[src/rtl/event_deframer.sv]
// Event deframer: hunts for a header byte, reassembles 16-byte MSB-first event words, decodes fields.
// Latency: data_valid rises the cycle after the 16th byte of a frame is accepted.
// Backpressure: byte_ready drops only at the last byte while an unacknowledged event is held.
// Optional feature: define EVENT_DEFRAMER_ID_CHECK_EN to drop frames whose block id differs from cfg_block_id.
module event_deframer #(
  parameter int ID_BITS   = 6,
  parameter int DATA_BITS = 128,
  parameter int CRC_BITS  = 5
) (
  input  logic                 clk,
  input  logic                 rst_n,
  input  logic [7:0]           byte_in,
  input  logic                 byte_valid,
  output logic                 byte_ready,
  input  logic [ID_BITS-1:0]   cfg_block_id,
  output logic                 data_valid,
  input  logic                 data_ready,
  output logic [DATA_BITS-1:0] data_out,
  output logic [ID_BITS-1:0]   block_id_out,
  output logic [95:0]          energy_out,
  output logic [19:0]          start_time_out,
  output logic                 locked,
  output logic [15:0]          frame_err_cnt
);

  localparam int         NBYTES   = DATA_BITS / 8;
  localparam logic [3:0] LAST_IDX = 4'(NBYTES - 1);

  typedef enum logic [1:0] {
    HUNT     = 2'd0,
    ASSEMBLE = 2'd1,
    LOCKED   = 2'd2
  } state_t;

  state_t                 state_q;
  logic [3:0]             idx_q;
  // Holds the first 15 bytes of the frame; the 16th byte arrives directly from byte_in.
  logic [DATA_BITS-9:0]   asm_q;

  logic                   accept;
  logic                   hdr_ok;
  logic [DATA_BITS-1:0]   word_next;
  logic                   id_match;

  // A byte moves the machine only when both sides agree.
  assign accept = byte_valid & byte_ready;

  // Header: all-ones framing field followed by the single-event flag.
  assign hdr_ok = (byte_in[7 -: CRC_BITS] == {CRC_BITS{1'b1}}) & byte_in[7-CRC_BITS];

  // Word as it would look with the current byte appended at the LSB end.
  assign word_next = {asm_q, byte_in};

  // Stall only the final byte, and only while the held event is still unacknowledged.
  assign byte_ready = ~((idx_q == LAST_IDX) & data_valid & ~data_ready);

`ifdef EVENT_DEFRAMER_ID_CHECK_EN
  // Completed frames addressed to another block are dropped silently.
  assign id_match = (word_next[116 +: ID_BITS] == cfg_block_id);
`else
  logic cfg_block_id_unused;
  // Identifier filtering is compiled out; every completed frame is emitted.
  assign cfg_block_id_unused = ^cfg_block_id;
  assign id_match            = 1'b1;
`endif

  // Framing FSM, assembly shift register, output registers and error counter.
  always_ff @(posedge clk or negedge rst_n) begin
    if (!rst_n) begin
      state_q        <= HUNT;
      idx_q          <= 4'd0;
      asm_q          <= '0;
      data_valid     <= 1'b0;
      locked         <= 1'b0;
      frame_err_cnt  <= 16'd0;
      data_out       <= '0;
      block_id_out   <= '0;
      energy_out     <= '0;
      start_time_out <= '0;
    end else begin
      // Acknowledge drops valid; a word completing on this edge overrides below.
      if (data_valid && data_ready) begin
        data_valid <= 1'b0;
      end

      if (accept) begin
        case (state_q)
          HUNT: begin
            // Non-header bytes are simply skipped while searching for alignment.
            if (hdr_ok) begin
              asm_q   <= (DATA_BITS-8)'(byte_in);
              idx_q   <= 4'd1;
              state_q <= ASSEMBLE;
            end
          end

          ASSEMBLE, LOCKED: begin
            if ((state_q == LOCKED) && (idx_q == 4'd0) && !hdr_ok) begin
              // Lost alignment: the offending byte is consumed, not re-hunted.
              if (frame_err_cnt != 16'hFFFF) begin
                frame_err_cnt <= frame_err_cnt + 16'd1;
              end
              locked  <= 1'b0;
              state_q <= HUNT;
            end else begin
              asm_q <= word_next[DATA_BITS-9:0];
              if (idx_q == LAST_IDX) begin
                idx_q   <= 4'd0;
                state_q <= LOCKED;
                locked  <= 1'b1;
                if (id_match) begin
                  data_valid     <= 1'b1;
                  data_out       <= word_next;
                  block_id_out   <= word_next[116 +: ID_BITS];
                  energy_out     <= word_next[115:20];
                  start_time_out <= word_next[19:0];
                end
              end else begin
                idx_q <= idx_q + 4'd1;
              end
            end
          end

          default: begin
            state_q <= HUNT;
            idx_q   <= 4'd0;
            locked  <= 1'b0;
          end
        endcase
      end
    end
  end

endmodule
[config.mk]
export PLATFORM = sky130hd
export DESIGN_NAME = event_deframer
export DESIGN_NICKNAME = d
export VERILOG_FILES = /design/src/rtl/event_deframer.sv
export SDC_FILE = /design/constraint.sdc
export NUM_CORES = 1
export LEC_CHECK = 0
export CAP_MARGIN = 10
export CORE_MARGIN = 4
export CORE_UTILIZATION = 55
export CTS_BUF_LIST = sky130_fd_sc_hd__clkbuf_8
export DETAILED_ROUTE_END_ITERATION = 10
export PLACE_DENSITY = 0.89
export SLEW_MARGIN = 10
export SYNTH_ARGS = -nofsm -noshare
export SYNTH_HDL_FRONTEND = slang
export SYNTH_SLANG_ARGS = --single-unit
[constraint.sdc]
create_clock -name clk -period 5.7 [get_ports clk]
set_input_delay 1.14 -clock clk [delete_from_list [all_inputs] [get_ports clk]]
set_output_delay 1.14 -clock clk [all_outputs]
set_load 0.1 [all_outputs]
==> key figures <==
Outcome
  • Outcome: complete, no violations

Critical path
  • Crit-path max FO: 5
  • CP Data Arrival Time: 3.05 ns
  • Slowest CP cell: clkdlybuf4s50_1
  • Worst Path Required: 4.56 ns
  • Crit-path cells: clkdlybuf4s50_1, nand2b_1, or2_2, clkdlybuf4s50_1
  • CP endpoint kind: output pin
  • CP dominant cell by count: clkdlybuf4s50_1
  • Critical path class: input pin to output pin
  • Type of origin of the critical path: input pin
  • Critical Path Max Stage Delay: 1.12 ns

Timing
  • Setup TNS: 0 ns
  • Worst Max-Slew Pin Slew: 1.07 ns
  • Fmax achieved: 239 MHz
  • Final Hold Viols: 0
  • RSZ-0062 raised after global routing: false
  • Final setup viols: 0
  • Slew headroom: 0.285
  • Min Tclk post-route: 4.19 ns
  • Final slew viol count: 0
  • Hold WS: 0.479 ns
  • Fin crit share: 0.735
  • Clock Skew: 0.0208 ns

Cells and area
  • Share of layout cells above drive strength 1: 0.161
  • Non-Filler Instances: 1480
  • Number of inserted diodes: 0
  • Finished Cell Area: 14600 um^2
  • Nets: 1205
  • Most frequent cells in the layout: clkdlybuf4s50_1, dfrtp_1, nand2_1
  • Commonest non-fill, non-tap cell in the layout: clkdlybuf4s50_1
  • Synthesis-to-finish area growth: 24.4%

Yosys
  • Avg Cell Area, Syn: 11.5 um^2
  • Yosys cell types: 41
  • Syn. warnings: 0
  • Top_reg_cell synth: dfrtp_1
  • Async SR Flop Fraction: 1.00
  • Post-synthesis register bit count: 272
  • Post-Syn Instances: 1024
  • Syn Std Cell Area: 11700 um^2
  • Post-synth EDFFs: 0
  • Sequential area share after synthesis: 0.580
  • Syn nets: 1048

CTS
  • Clock Latency Late Sink: 0.53 ns
  • CTS Sinks: 272
  • Total CTS buffers: 43
  • CTS tree: built
  • CTS Hold Buffers Added: 0
  • CTS root buf: clkbuf_8
  • Worst-case clock buffer depth: 3
  • Clk slew on worst S/H paths: 0.06 ns
  • Post_cts resized: 0
  • Htree depth: 2
  • Post-CTS setup buffers: 0

Drt
  • Remaining antenna violation count: 0
  • DR WL/cell: 17.0 um
  • Drt initial violations: 356
  • DRC: 0
  • Final WL: 25.1 mm
  • DR vias: 7758
  • Vias per cell: 5.24
  • Detailed Routing Iterations Pass 1: 4

Placement
  • DP Wirelength: 16.7 mm
  • Dpl cell area: 13700 um^2
  • DP Cell Count: 1411
  • Gp weighted congestion: 0.769
  • Buffers on Ports: 280

Global route
  • Number of antenna violations at the first check in global routing: 0
  • Total track usage: 0.208
  • Vias in the first global route: 8155
  • Largest net degree at the start of global routing: 131
  • First-pass GRT wire length: 40.9 mm
  • Overflow left after global routing: 0

Min path
  • HP Class: flip-flop to flip-flop

Floorplanning
  • Die Height: 154 um
  • Effective utilization at floorplan: 0.558
  • Core Region: 21000 um^2
  • DIE AREA: 23700 um^2
  • Rows: 53
  • DIE WIDTH: 154 um
  • IO Count: 287

Power and ir drop
  • Comb power frac: 0.149
  • NetSw: 1.29 mW
  • Switching Share: 0.294
  • Clk pwr share: 0.371
  • P_int: 3.09 mW
  • Peak supply drop: 0.291 mV
  • Leak: 6.45 nW
  • Total power: 4.38 mW
  • Power per cell area: 301 nW/um^2
  • Sequential group share of total power: 0.480

Job
  • Max-cap violations: 0
## logic make-up after synthesis
family / share of synthesized area
AND/OR/NAND/NOR: 0.0962
AO/OA/AOI/OAI: 0.0654
adder cells (fa/ha/maj): 0.00640
XOR/XNOR: 0.00896
buffers and inverters: 0.106
multiplexers: 0.136
flip-flops: 0.580
## path summary, 6_finish.rpt
check / start / end / slack [ns] / cells past startpoint
max: data_ready / byte_ready / 1.51 / 4
min: locked / locked / 0.48 / 1
max reg2reg: state_q[1] / data_out[90] / 2.58 / 6
min reg2reg: locked / locked / 0.48 / 1
max in group asynchronous: rst_n / data_out[118] / 3.91 / 2
min in group asynchronous: rst_n / data_out[83] / 0.61 / 1
## worst max-delay path, delay by kind of cell
family	cells	cell delay, ns
buf+inv	2	1.57
simple gates	2	0.34
## registers in the layout, indices dropped and copies added (netlist names)
register       count
data_valid         1
state_q            2
frame_err_cnt     16
idx_q              4
locked             1
asm_q            120
data_out         128
## metal layers
metal / vias to the layer above / wire length [um] / share of wire / GRT usage
li1: 3603 / - / - / -
met1: 3863 / 10300 / 0.41 / 0.262
met2: 246 / 12800 / 0.51 / 0.356
met3: 46 / 1370 / 0.055 / 0.0428
met4: 0 / 600 / 0.024 / 0.0778
met5: - / 0 / 0 / 0
## cell usage after synthesis (2+ instances only)
master,count,area share
nor2b_1,2,0.0011
ha_1,6,0.0064
a31oi_1,3,0.0016
xnor2_1,11,0.0082
dfrtp_1,272,0.58
nand4_1,7,0.0037
nand2_1,237,0.076
mux2_4,8,0.010
o31ai_1,2,0.0013
inv_1,5,0.0016
nor3_1,2,0.00085
mux2_1,20,0.019
a21o_1,2,0.0013
clkbuf_1,21,0.0067
buf_6,12,0.012
a21oi_1,3,0.0013
mux2_2,111,0.11
and4_1,2,0.0015
nor2_1,6,0.0019
o21ai_2,2,0.0015
buf_2,20,0.0085
nand3_1,8,0.0034
and3_1,4,0.0021
buf_4,122,0.078
o21ai_0,40,0.017
o21ai_1,81,0.035
## power groups by stage
stage | Combinational, mW | Sequential (mW) | Clock (mW)
floorplan | 0.435 | 2.19 | 0
global placement | 0.639 | 2.13 | 0
detailed placement | 0.655 | 2.14 | 0
CTS | 0.660 | 2.10 | 1.67
global route | 0.715 | 2.11 | 1.75
finish | 0.654 | 2.10 | 1.63
## through the flow
step           setup slack (ns)  utilization
3_3_place_gp               1.53        0.654
4_1_cts                    1.51        0.694
3_5_place_dp               1.52        0.654
5_1_grt                    1.47        0.694
2_1_floorplan              2.69            -
6_report                   1.51        0.694
## area by class of cell
| type | instances | area (um^2) |
|---|---|---|
| Fill cell | 1447 | 6440 |
| Sequential cell | 272 | 6810 |
| Tap cell | 275 | 344 |
| Timing Repair Buffer | 287 | 2890 |
| Multi-Input combinational cell | 572 | 3690 |
| Clock buffer | 48 | 661 |
| Clock inverter | 21 | 176 |
| Inverter | 5 | 18.8 |
No activity file was read; power rests on OpenSTA's default activity.
